===== src/rtl/seg7_scan_if.sv =====
// rtl/seg7_scan_if.sv - load handshake between the BCD stage and the 4-digit scanner
interface seg7_scan_if;
    logic [15:0] bcd_in;
    logic [2:0]  int_digits;
    logic        load_req;
    logic        load_ack;

    modport master (
        output bcd_in,
        output int_digits,
        output load_req,
        input  load_ack
    );

    modport slave (
        input  bcd_in,
        input  int_digits,
        input  load_req,
        output load_ack
    );
endinterface


===== src/rtl/seg7_scan.sv =====
// rtl/seg7_scan.sv - 4-digit 7-segment scanner with frame-aligned shadow load (SEG7_LZ_BLANK_EN blanks leading zeros)
module seg7_scan #(
    parameter int SCAN_DIV = 100000
) (
    input  logic        clk,
    input  logic        rst,
    seg7_scan_if.slave  bus,
    output logic [3:0]  an,
    output logic [6:0]  seg,
    output logic        frame_tick
);

    localparam int PW = $clog2(SCAN_DIV);
    localparam logic [PW-1:0] PMAX = PW'(SCAN_DIV - 1);

    logic [PW-1:0] presc;
    logic [1:0]    idx;
    logic          idx_new;
    logic [15:0]   bcd_sh;
    logic [2:0]    int_sh;
    logic [2:0]    int_clamped;
    logic          step;
    logic          boundary;
    logic          lz_blank;
    logic [3:0]    digit;
    logic [3:0]    an_next;
    logic [6:0]    seg_next;

    assign step     = (presc == PMAX);
    assign boundary = step && (idx == 2'd3);
    assign digit    = bcd_sh[{idx, 2'b00} +: 4];

    function automatic logic [6:0] font(input logic [3:0] d);
        case (d)
            4'd0:    font = 7'b1000000;
            4'd1:    font = 7'b1111001;
            4'd2:    font = 7'b0100100;
            4'd3:    font = 7'b0110000;
            4'd4:    font = 7'b0011001;
            4'd5:    font = 7'b0010010;
            4'd6:    font = 7'b0000010;
            4'd7:    font = 7'b1111000;
            4'd8:    font = 7'b0000000;
            4'd9:    font = 7'b0010000;
            default: font = 7'b0111111;
        endcase
    endfunction

    // clamp the requested significant-digit count into 1..4
    always_comb begin
        int_clamped = bus.int_digits;
        if (bus.int_digits == 3'd0) begin
            int_clamped = 3'd1;
        end else if (bus.int_digits > 3'd4) begin
            int_clamped = 3'd4;
        end
    end

`ifdef SEG7_LZ_BLANK_EN
    assign lz_blank = (idx != 2'd0) && ({1'b0, idx} >= int_sh);
`else
    logic unused_int_sh;
    assign lz_blank      = 1'b0;
    assign unused_int_sh = ^int_sh;
`endif

    // prescaler and digit index; idx_new marks the first cycle of each new index (and of post-reset scanning)
    always_ff @(posedge clk) begin
        if (rst) begin
            presc   <= '0;
            idx     <= 2'd0;
            idx_new <= 1'b1;
        end else begin
            presc   <= step ? '0 : presc + PW'(1);
            idx_new <= step;
            if (step) begin
                idx <= idx + 2'd1;
            end
        end
    end

    // shadow latch only at frame boundaries so a digit never changes mid-frame
    always_ff @(posedge clk) begin
        if (rst) begin
            bcd_sh       <= 16'h0000;
            int_sh       <= 3'd1;
            bus.load_ack <= 1'b0;
            frame_tick   <= 1'b0;
        end else begin
            frame_tick   <= boundary;
            bus.load_ack <= boundary && bus.load_req;
            if (boundary && bus.load_req) begin
                bcd_sh <= bus.bcd_in;
                int_sh <= int_clamped;
            end
        end
    end

    // next display value from the current index and shadows
    always_comb begin
        an_next = 4'b1111;
        if (!lz_blank) begin
            an_next[idx] = 1'b0;
        end
        seg_next = (idx_new || lz_blank) ? 7'b1111111 : font(digit);
    end

    // registered display outputs
    always_ff @(posedge clk) begin
        if (rst) begin
            an  <= 4'b1111;
            seg <= 7'b1111111;
        end else begin
            an  <= an_next;
            seg <= seg_next;
        end
    end

endmodule


===== src/flat_wrapper.sv =====
// flat-port wrapper written by rule: the top's interface ports become plain ports
module seg7_scan_flat 
#(
    parameter int SCAN_DIV = 100000
)
  (clk, rst, an, seg, frame_tick, bus_bcd_in, bus_int_digits, bus_load_req, bus_load_ack);
  seg7_scan_if bus_i ();
  input  logic clk;
  input  logic rst;
  output logic [3:0] an;
  output logic [6:0] seg;
  output logic frame_tick;
  input wire logic [$bits(bus_i.bcd_in)-1:0] bus_bcd_in;
  input wire logic [$bits(bus_i.int_digits)-1:0] bus_int_digits;
  input wire logic [$bits(bus_i.load_req)-1:0] bus_load_req;
  output wire logic [$bits(bus_i.load_ack)-1:0] bus_load_ack;
  assign bus_i.bcd_in = bus_bcd_in;
  assign bus_i.int_digits = bus_int_digits;
  assign bus_i.load_req = bus_load_req;
  assign bus_load_ack = bus_i.load_ack;
  seg7_scan #(.SCAN_DIV(SCAN_DIV)) u_core (.clk(clk), .rst(rst), .bus(bus_i), .an(an), .seg(seg), .frame_tick(frame_tick));
endmodule

===== config.mk =====
export PLATFORM = sky130hd
export DESIGN_NAME = seg7_scan_flat
export DESIGN_NICKNAME = d
export VERILOG_FILES = /design/src/rtl/seg7_scan_if.sv /design/src/rtl/seg7_scan.sv /design/src/flat_wrapper.sv
export SDC_FILE = /design/constraint.sdc
export NUM_CORES = 1
export LEC_CHECK = 0
export BUFFER_PORTS_ARGS = -buffer_cell sky130_fd_sc_hd__buf_2
export CAP_MARGIN = 20
export CORE_AREA = 2 2 75 77
export DETAILED_ROUTE_END_ITERATION = 10
export DIE_AREA = 0 0 77 79
export PLACE_DENSITY = 0.65
export SLEW_MARGIN = 5
export SYNTH_ARGS = -nofsm -noshare
export SYNTH_HDL_FRONTEND = slang
export SYNTH_SLANG_ARGS = --single-unit

===== constraint.sdc =====
create_clock -name clk -period 4.55 [get_ports clk]
set_clock_uncertainty 0.2 [all_clocks]
set_input_delay 0.6825 -clock clk [delete_from_list [all_inputs] [get_ports clk]]
set_output_delay 0.6825 -clock clk [all_outputs]
set_load 0.02 [all_outputs]

### Word level (Yosys, flattened, before mapping)

Memory sizes are Yosys's and may differ from the RTL's. A register that Yosys moved wholly into a read port is not among the register bits.
Cells that the tools add are included.

| operators by class | value |
|---|---|
| $add $sub $neg | 2 |
| magnitude comparators | 2 |
| equal/unequal tests | 2 |
| shifts and indexed selects | 1 |
| mux-type cells | 2 |
| bitwise operators | 1 |
| reduce and logical (&&, ||, !) cells | 5 |

Operators with widths:

| kind | count |
|---|---|
| $add 17x1->17 const B | 1 |
| $eq 17x17->1 const B | 1 |
| $shiftx 16x5->4 | 1 |
| $not 4->4 | 1 |
| $reduce_or 2->1 | 2 |
| $logic_and 1x1->1 | 3 |
| $lt 2x3->1 const B | 1 |
| $add 2x1->2 const B | 1 |
| $demux 1 s2 | 1 |
| $eq 2x2->1 const B | 1 |
| $ge 2x1->1 const B | 1 |
| $mux 1 | 1 |

| word-level totals | value |
|---|---|
| bits in registers | 42 |
| memory bits (read-only) | 112 |
| bits of input ports | 22 |
| output and inout port bits | 13 |
| logic and storage cells | 23 |
| memories | 1 |

Memory list:

| memory | depth | width | rd ports | clocked after Yosys merged registers in | wr ports | line | source |
|---|---|---|---|---|---|---|---|
| (name not given) | 16 | 7 | 1 | 1 | 0 | seg7_scan.sv:34 | `case (d)` |

### Depth between registers and ports, before layout

Gate-level depths: netlist of run 1.

| depth | value |
|---|---|
| depth in word-level cells | 5 |
| depth in mapped cells | 8 |
| mapped depth without buffers | 7 |

### Least setup slack after synthesis of run 1

Ideal clock, no wire load.

| path | value |
|---|---|
| path type | reg-to-reg |
| start point | register u_core.idx[0] |
| end point | register u_core.seg[4] |
| library setup time | 0.119 ns |
| data arrival time | 1.793 ns |
| required time | 4.231 ns |
| slack | 2.438 ns |
| stages on the path, launching flop included | 9 |
| buffers on the path | 1 |
| period minus slack after synthesis | 2.112 ns |
| path through | dfxtp_1 > buf_2 > mux4_2 > inv_1 > ha_1 > inv_1 > mux2_2 > mux2i_1 > nand2_1 |

| on the way | value |
|---|---|
| longest elaborated chain between the ends | 1 |

RTL lines:

| item | line | source |
|---|---|---|
| start, declared | seg7_scan.sv:17 | `logic [1:0] idx;` |
| start signal, assigned | seg7_scan.sv:77 | `idx <= idx + 2'd1;` |
| $shiftx 16x5->4 | seg7_scan.sv:31 | `assign digit = bcd_sh[{idx, 2'b00} +: 4];` |
| end, declared | seg7_scan.sv:9 | `output logic [6:0] seg,` |

No other way between the ends.
A chain may end at the register's enable or synchronous reset.

### Worst setup path after layout of run 1

| path | value |
|---|---|
| start point | register u_core.presc[0] |
| end point | register u_core.bcd_sh[6] |

| on the way | value |
|---|---|
| longest elaborated chain between the ends | 3 |

RTL lines:

| item | line | source |
|---|---|---|
| start, declared | seg7_scan.sv:16 | `logic [PW-1:0] presc;` |
| start signal, assigned | seg7_scan.sv:74 | `presc <= step ? '0 : presc + PW'(1);` |
| $eq 17x17->1 | seg7_scan.sv:29 | `assign step = (presc == PMAX);` |
| $logic_and 1x1->1 | seg7_scan.sv:30 | `assign boundary = step && (idx == 2'd3);` |
| $logic_and 1x1->1 | seg7_scan.sv:92 | `if (boundary && bus.load_req) begin` |
| end signal, assigned | seg7_scan.sv:93 | `bcd_sh <= bus.bcd_in;` |
| end, declared | seg7_scan.sv:19 | `logic [15:0] bcd_sh;` |

No other way between the ends.

==> run_results.csv, run 1 <==
group,metric,value,unit
die,core.rowCount,27,
cts,htree_levels,2,
global_routing,grt_pass1_wl,6570,um
placement,numPlacedInstances,320,
global_routing,antenna_found_initial,0,
cells_and_area,syn_to_final_growth,12.3,%
cts,clock_sinks,49,
die,dieArea,6080,sq um
cts,clockRootBuffer,"clkbuf_8",
timing,fin_crit,2.57,ns
cts,clock_path_buffers,2,
critical_path,ff2ff_setup_slack,1.98,ns
cts,cts_setup_buffers,0,
synth,ys_seq_elements,49,
critical_path,critical_path.max_fanout,16,
synth,syn_inst,226,
pwr,ir_drop,0.130,mV
cts,cts_tree,"yes",
routing,drc_errors,0,
global_routing,grtUsageTotal,13.4,%
critical_path,cp.arrival,2.61,ns
timing,rsz0062_at_grt,"false",
cts,insertion_delay,0.31,ns
synth,yosysWarningCount,0,
timing,slew_violations,0,
routing,first_pass_iters,4,
outcome,status,"finished, final reports clean",
timing,tightest_slew,0.993,ns
placement,dp_hpwl,2590,um
cells_and_area,instances_no_fill,328,
global_routing,grt_max_degree,42,
timing,finalHoldViolations,0,
die,die_w,77,um
die,core_area,5340,sq um
routing,vias_per_cell,4.66,
placement,port_buffers,31,
routing,wl_per_cell,11.4,um
cts,cts_made_buffers,5,
placement,gp_congestion,0.791,
critical_path,end_kind,"flop",
timing,tns,0,ns
cts,ctsResizeCount,0,
cells_and_area,antenna_cells,0,
critical_path,critical_path_required,4.59,ns
timing,period_share,56.4,%
min_path,hp-class,"flop to flop",
critical_path,worst_setup_path_start_kind,"flop",
global_routing,grt_pass1_vias,1460,
routing,drt_wl_total,3720,um
synth,synthDistinctLibCells,35,
synth,ys_seq_area_share,43.2,%
synth,syn_area,2270,sq um
cells_and_area,final_net_count,287,
routing,ant_nets,0,
synth,syn_avg_cell_area,10.0,sq um
critical_path,path_class,"flop to flop",
die,ios,35,
pwr,leakagePower,0.934,nW
timing,finalSetupViolCount,0,
routing,vias,1527,
die,start_util,42.5,%
cts,ctsHoldBuffers,0,
cells_and_area,drive_above_1_share,20.3,%
global_routing,grt_overflow,0,
routing,drtIter0Drc,68,
cts,path_clk_slew,0.10,ns
synth,syn-num-nets,258,
pwr,p_per_area,289,nW/um^2
timing,max-slew-margin-rel,33.6,%
die,fp.dieH,79,um
timing,max_freq,0.390,GHz
flow_run,max_cap_viol_count,0,
power breakdown:
part           total [mW]  switching, mW  internal (mW)
sequential          0.437        0.00287          0.434
combinational      0.0360         0.0187         0.0172
clock               0.264          0.152          0.112
total               0.738          0.174          0.564
layer usage:
layer	GRT usage, %	routed length [um]	up-vias
met2	21.8	1600	26
li1	-	-	821
met4	4.82	58	0
met5	0	0	-
met1	17.0	1920	674
met3	3.86	145	6
per-stage QoR:
step	area [sq um]	hold WS, ns	util [%]	power [mW]	setup WS, ns
floorplan	2270	0.203	-	0.470	2.44
global placement	2460	0.225	46.0	0.484	2.02
detailed placement	2460	0.226	46.0	0.484	1.97
CTS	2550	0.252	47.8	0.751	1.96
global route	2550	0.292	47.8	0.770	1.78
finish	2550	0.254	47.8	0.738	1.98
area by class of cell:
type	count	area, sq um
fill	543	2790
multi-input combinational	159	1200
sequential	49	981
timing repair buffer	31	155
tap	72	90.1
clock buffer	5	68.8
inverter	9	33.8
clock inverter	3	25.0
Yosys cell counts, drive strengths merged:
master	n	share of area [%]
and4	1	0.39
nand3	6	1.3
nand4b	1	1.0
or3	3	0.94
nor3	3	1.2
clkbuf	5	0.83
a21o	1	0.33
nand2	8	1.3
dfxtp	49	43
o31ai	2	0.66
mux4	4	4.0
buf	4	1.8
xnor2	4	1.5
nand2b	37	10
or2	1	0.28
inv	9	1.5
nor2	19	3.1
nand4	6	1.7
mux2i	19	8.4
nor4	2	0.55
and3	2	0.61
o21bai	1	0.50
and2	3	0.83
mux2	1	0.50
or4	2	0.66
xor2	8	3.1
a21oi	5	1.1
o21ai	9	2.0
ha	10	5.5
nor4b	1	1.0
worst max-delay path, stage by stage, from the launching register on:
cell     delay, ns
dfxtp_1       0.38
ha_1          0.25
and3_2        0.26
nand3_1       0.26
nor3_4        0.88
mux2i_1       0.27
placed cells by master (no fill, tap or decap), drive strengths merged, types with 3 or more instances in the layout:
cell type,Yosys,layout
nor3,3,3
nand3,6,6
mux4,4,4
xnor2,4,4
dfxtp,49,49
a21oi,5,5
xor2,8,8
buf,4,31
nand2,8,8
and2,3,3
nand2b,37,37
o21ai,9,9
ha,10,10
or3,3,3
clkbuf,5,5
mux2i,19,19
nor2,19,19
nand4,6,6
inv,9,11
flip-flops by register name, indices dropped and copies added, names as in the netlist:
name	count
u_core.presc	17
u_core.bcd_sh	16
u_core.seg	7
u_core.an	4
u_core.idx	2
u_core.bus.load_ack	1
u_core.frame_tick	1
u_core.idx_new	1
path summary, 6_finish.rpt:
path                                      start               end  cells after the start
worst max register to register  u_core.presc[0]  u_core.bcd_sh[6]                      5
worst max-delay path            u_core.presc[0]  u_core.bcd_sh[6]                      5
worst min-delay path             u_core.idx_new     u_core.seg[4]                      2
worst min register to register   u_core.idx_new     u_core.seg[4]                      2
kinds of logic after synthesis:
group | share of synthesized area (%)
xor+xnor | 4.63
fa+ha+maj | 5.51
mux | 12.8
simple gates | 25.1
compound gates | 4.57
flops | 43.2
buf+inv | 4.13
Note: power is estimated with default switching activity, not from simulation.
==> run 2: changes to the inputs <==
--- a/config.mk
+++ b/config.mk
@@ -10,7 +10,7 @@
 export CORE_AREA = 2 2 75 77
 export DETAILED_ROUTE_END_ITERATION = 10
 export DIE_AREA = 0 0 77 79
-export PLACE_DENSITY = 0.65
+export PLACE_DENSITY = 0.68
 export SLEW_MARGIN = 5
 export SYNTH_ARGS = -nofsm -noshare
 export SYNTH_HDL_FRONTEND = slang
==> constraint.sdc (replaced) <==
create_clock -name clk -period 2.3 [get_ports clk]
set_clock_uncertainty 0.2 [all_clocks]
set_input_delay 0.345 -clock clk [delete_from_list [all_inputs] [get_ports clk]]
set_output_delay 0.345 -clock clk [all_outputs]
set_load 0.02 [all_outputs]
==> run_results.csv, run 2 (synthesis results as in run 1) <==
group,metric,value,unit
die,dieArea,6080,sq um
routing,ant_nets,0,
cells_and_area,fin_util,48.5,%
routing,drtIter0Drc,76,
global_routing,grt_overflow,0,
cts,clock_sinks,49,
cts,htree_levels,2,
timing,tns,0,ns
timing,max_freq,0.461,GHz
pwr,p_sw_share,22.0,%
critical_path,path_class,"flop to flop",
critical_path,cp_slowest_cell,"mux4_2",
critical_path,cp.arrival,2.17,ns
global_routing,antenna_found_initial,0,
cts,path_clk_slew,0.09,ns
cts,cts_tree,"yes",
pwr,internal_power,1.11,mW
critical_path,end_kind,"flop",
placement,gp_congestion,0.798,
cts,insertion_delay,0.30,ns
routing,vias,1560,
timing,rsz0062_at_grt,"false",
placement,port_buffers,31,
pwr,leakagePower,0.963,nW
cells_and_area,antenna_cells,0,
routing,first_pass_iters,4,
die,ios,35,
cells_and_area,final_common_cell,"dfxtp_1",
cells_and_area,final_net_count,292,
timing,fin_crit,2.17,ns
global_routing,grt_pass1_vias,1409,
timing,tightest_slew,0.481,ns
routing,drc_errors,0,
critical_path,critical_path_required,2.30,ns
critical_path,critical_path.max_fanout,5,
timing,max-slew-margin-rel,67.9,%
critical_path,crit_start,"u_core.idx[0]",
die,fp.dieH,79,um
routing,vias_per_cell,4.68,
pwr,power_frac_comb,5.1,%
global_routing,grt_pass1_wl,6350,um
die,core_area,5340,sq um
critical_path,slowest_delay,0.59,ns
cells_and_area,syn_to_final_growth,14.0,%
cells_and_area,drive_above_1_share,21.5,%
cts,clockRootBuffer,"clkbuf_8",
cts,cts_made_buffers,5,
min_path,hold_start,"bus_load_req",
critical_path,worstSetupEndpoint,"u_core.seg[4]",
timing,finalHoldViolations,0,
pwr,ir_drop,0.236,mV
pwr,switching_power,0.311,mW
cells_and_area,largest_register,"u_core.presc",
critical_path,path_delay_family,"multiplexers",
cells_and_area,largest_reg_flops,17,
timing,slew_violations,0,
critical_path,ff2ff_setup_slack,0.13,ns
cells_and_area,layout_common_cells,"dfxtp_1, nand2b_1, buf_2",
pwr,seqPwrFrac,61.0,%
min_path,hp-class,"input pin to flop",
timing,period_share,94.4,%
critical_path,r2r-start,"u_core.idx[0]",
routing,drt_wl_total,3680,um
critical_path,path_depth,7,
outcome,status,"finished, final reports clean",
critical_path,worst_setup_path_start_kind,"flop",
critical_path,path_buf_inv,2,
cells_and_area,fillCellCount,538,
flow_run,max_cap_viol_count,0,
cts,cts_setup_buffers,0,
global_routing,grt_max_degree,42,
global_routing,grtUsageTotal,13.0,%
placement,dp_hpwl,2560,um
die,start_util,42.5,%
cts,ctsHoldBuffers,0,
critical_path,reg2regPathDepth,7,
die,die_w,77,um
critical_path,r2r-end,"u_core.seg[4]",
cells_and_area,reg_top3,"u_core.presc: 17 flops, u_core.bcd_sh: 16 flops, u_core.seg: 7 flops",
critical_path,crit_top_cell,"inv_1",
pwr,clock_power_share,33.9,%
pwr,p_per_area,548,nW/um^2
cts,clock_path_buffers,2,
routing,wl_per_cell,11.0,um
die,core.rowCount,27,
cts,ctsResizeCount,0,
timing,finalSetupViolCount,0,
critical_path,cp_cell_sequence,"mux4_2 > inv_1 > ha_1 > inv_1 > mux2_2 > mux2i_1 > nand2_1",
[run 2: changes by cell type in the layout (fill, tap and decap cells not counted), sizes merged]
cell      before  now
clkbuf         5    6
clkinv         0    2
buf           31   36
inv           11    9
clkinvlp       1    0
[run 2: worst min path at each step]
stage                                to  slack [ns]  cells after the start
detailed placement        u_core.seg[4]        0.22                      2
floorplan                 u_core.seg[4]        0.20                      2
CTS                 u_core.bus.load_ack        0.07                      2
global placement          u_core.seg[4]        0.22                      2
global route        u_core.bus.load_ack        0.07                      2
finish              u_core.bus.load_ack        0.07                      2
[run 2: per-layer routing]
layer  share of wire [%]  vias to the layer above  GRT usage (%)
met5                   0                        -              0
met4                 1.6                        0           4.82
met3                 3.6                        5           3.52
met2                  43                       26           20.3
met1                  52                      699           17.4
li1                    -                      830              -
[run 2: power groups by stage]
stage | logic, mW | registers (mW) | clock network [mW]
finish | 0.0722 | 0.865 | 0.480
global route | 0.0815 | 0.867 | 0.530
CTS | 0.0740 | 0.865 | 0.498
detailed placement | 0.0739 | 0.885 | 0
global placement | 0.0735 | 0.885 | 0
floorplan | 0.0360 | 0.893 | 0
[run 2: cell type report]
class | count | area [sq um] | area share, %
clock inverters | 2 | 10.0 | 0.387
flip-flops and latches | 49 | 981 | 37.9
multi-input cells | 159 | 1200 | 46.2
well taps | 72 | 90.1 | 3.48
clock buffers | 6 | 72.6 | 2.80
inverters | 9 | 33.8 | 1.30
repair buffers | 36 | 205 | 7.93
[run 2: metrics by stage]
step | area (sq um) | worst slack [ns] | total power [mW] | hold slack [ns] | std cells
detailed placement | 2510 | 0.127 | 0.959 | 0.222 | 325
floorplan | 2270 | 0.188 | 0.929 | 0.203 | 226
finish | 2590 | 0.128 | 1.42 | 0.0711 | 333
CTS | 2590 | 0.111 | 1.44 | 0.0729 | 333
global route | 2590 | 0.0000946 | 1.48 | 0.0660 | 333
global placement | 2510 | 0.142 | 0.959 | 0.224 | 325
==> run 3: changes to the inputs <==
--- a/config.mk
+++ b/config.mk
@@ -7,10 +7,10 @@
 export LEC_CHECK = 0
 export BUFFER_PORTS_ARGS = -buffer_cell sky130_fd_sc_hd__buf_2
 export CAP_MARGIN = 20
-export CORE_AREA = 2 2 75 77
+export CORE_AREA = 2 2 92 94
 export DETAILED_ROUTE_END_ITERATION = 10
-export DIE_AREA = 0 0 77 79
-export PLACE_DENSITY = 0.68
+export DIE_AREA = 0 0 94 96
+export PLACE_DENSITY_LB_ADDON = 0.1
 export SLEW_MARGIN = 5
 export SYNTH_ARGS = -nofsm -noshare
 export SYNTH_HDL_FRONTEND = slang
==> run_results.csv, run 3 (synthesis results as in run 1) <==
group,metric,value,unit
outcome,status,"finished, final reports clean",
cts,cts_tree,"yes",
critical_path,crit_start,"u_core.idx[0]",
placement,port_buffers,31,
cts,ctsHoldBuffers,0,
cts,cts_setup_buffers,0,
cells_and_area,final_net_count,294,
pwr,power_frac_comb,5.3,%
min_path,hp-class,"input pin to flop",
pwr,internal_power,1.11,mW
placement,numPlacedInstances,360,
cts,insertion_delay,0.29,ns
critical_path,critical_path_required,2.28,ns
timing,max_freq,0.479,GHz
critical_path,cp_cell_sequence,"mux4_2 > inv_1 > ha_1 > inv_1 > mux2_2 > mux2i_1 > nand2_1",
cells_and_area,largest_reg_flops,17,
critical_path,ff2ff_setup_slack,0.21,ns
critical_path,path_class,"flop to flop",
critical_path,crit_top_cell,"inv_1",
global_routing,grt_pass1_wl,7580,um
routing,first_pass_iters,4,
cells_and_area,fin_area,2650,sq um
pwr,ir_drop,0.245,mV
global_routing,grt_overflow,0,
timing,worst_slack,0.212,ns
cells_and_area,largest_register,"u_core.presc",
critical_path,cp.arrival,2.07,ns
global_routing,grt_pass1_vias,1550,
critical_path,worstSetupEndpoint,"u_core.seg[4]",
routing,ant_nets,0,
pwr,leakagePower,0.966,nW
placement,dpl_cell_area,2560,sq um
pwr,switching_power,0.318,mW
critical_path,end_kind,"flop",
cells_and_area,drive_above_1_share,22.1,%
die,dieArea,9020,sq um
die,die_w,94,um
placement,dp_hpwl,3190,um
die,fp.dieH,96,um
global_routing,antenna_found_initial,0,
routing,drt_wl_total,4330,um
cts,ctsResizeCount,0,
timing,fin_crit,2.09,ns
placement,gp_congestion,0.744,
critical_path,worst_setup_path_start_kind,"flop",
timing,finalSetupViolCount,0,
timing,slew_violations,0,
die,core_area,8050,sq um
die,ios,35,
critical_path,r2r-start,"u_core.idx[0]",
pwr,clock_power_share,34.2,%
timing,holdWs,0.0818,ns
critical_path,path_delay_family,"multiplexers",
critical_path,reg2regPathDepth,7,
die,core.rowCount,33,
cts,clock_path_buffers,2,
critical_path,slowest_delay,0.58,ns
die,start_util,28.2,%
cells_and_area,fillCellCount,881,
timing,tightest_slew,0.409,ns
routing,drc_errors,0,
placement,preCtsSetupSlack,0.0972,ns
min_path,hold-path-cell-count,2,
timing,tns,0,ns
critical_path,path_depth,7,
cells_and_area,layout_common_cells,"dfxtp_1, nand2b_1, buf_2",
routing,wl_per_cell,11.8,um
pwr,p_sw_share,22.2,%
cts,clock_sinks,49,
critical_path,cp_slowest_cell,"mux4_2",
routing,vias_per_cell,4.29,
critical_path,critical_path.max_fanout,5,
pwr,seqPwrFrac,60.5,%
cells_and_area,antenna_cells,0,
critical_path,path_buf_inv,2,
cells_and_area,final_common_cell,"dfxtp_1",
timing,rsz0062_at_grt,"false",
global_routing,grtUsageTotal,10.7,%
timing,finalHoldViolations,0,
cts,cts_made_buffers,5,
routing,vias,1577,
cts,htree_levels,2,
flow_run,max_cap_viol_count,0,
global_routing,grt_max_degree,32,
cells_and_area,instances_no_fill,368,
cells_and_area,reg_top3,"u_core.presc: 17 flops, u_core.bcd_sh: 16 flops, u_core.seg: 7 flops",
cts,clockRootBuffer,"clkbuf_8",
timing,max-slew-margin-rel,72.8,%
critical_path,r2r-end,"u_core.seg[4]",
timing,period_share,90.8,%
routing,drtIter0Drc,58,
pwr,p_per_area,540,nW/um^2
cts,path_clk_slew,0.09,ns
cells_and_area,syn_to_final_growth,16.6,%
## run 3: power by group through the flow
stage	logic [mW]	clock network [mW]	registers, mW
6_report	0.0757	0.489	0.866
5_1_grt	0.0847	0.555	0.868
4_1_cts	0.0787	0.522	0.866
3_5_place_dp	0.0786	0	0.886
3_3_place_gp	0.0786	0	0.886
2_1_floorplan	0.0360	0	0.893
## run 3: layout make-up
class | instances | area [sq um] | share of cell area, %
repair buffers | 38 | 220 | 8.32
well taps | 105 | 131 | 4.96
multi-input cells | 159 | 1200 | 45.2
clock buffers | 7 | 76.3 | 2.88
clock inverters | 1 | 7.51 | 0.284
inverters | 9 | 33.8 | 1.28
flip-flops and latches | 49 | 982 | 37.1
## run 3: worst reg2reg max path, cell delays in order, from the launching register on
cell	delay, ns
dfxtp_2	0.43
mux4_2	0.58
inv_1	0.13
ha_1	0.15
inv_1	0.04
mux2_2	0.25
mux2i_1	0.13
nand2_1	0.06
## run 3: worst min-delay path by stage
stage / from / endpoint
floorplan: u_core.idx_new / u_core.seg[4]
global placement: u_core.presc[0] / u_core.presc[0]
detailed placement: u_core.idx_new / u_core.seg[4]
CTS: bus_load_req / u_core.bus.load_ack
global route: bus_load_req / u_core.bus.load_ack
finish: bus_load_req / u_core.bus.load_ack
## run 3: routing by layer
| metal | global-route usage, % | part of all wire, % | vias to the layer above | wire (um) |
|---|---|---|---|---|
| li1 | - | - | 829 | - |
| met1 | 14.0 | 49 | 727 | 2130 |
| met2 | 17.8 | 47 | 17 | 2020 |
| met4 | 3.14 | 0.92 | 0 | 40 |
| met3 | 2.58 | 3.0 | 4 | 131 |
| met5 | 0 | 0 | - | 0 |
## run 3: through the flow
stage                     util (%)  power, mW
after CTS                     32.9       1.47
final                         32.9       1.43
after detailed placement      31.8      0.964
after global routing          32.9       1.51
after floorplan                  -      0.929
after global placement        31.8      0.964
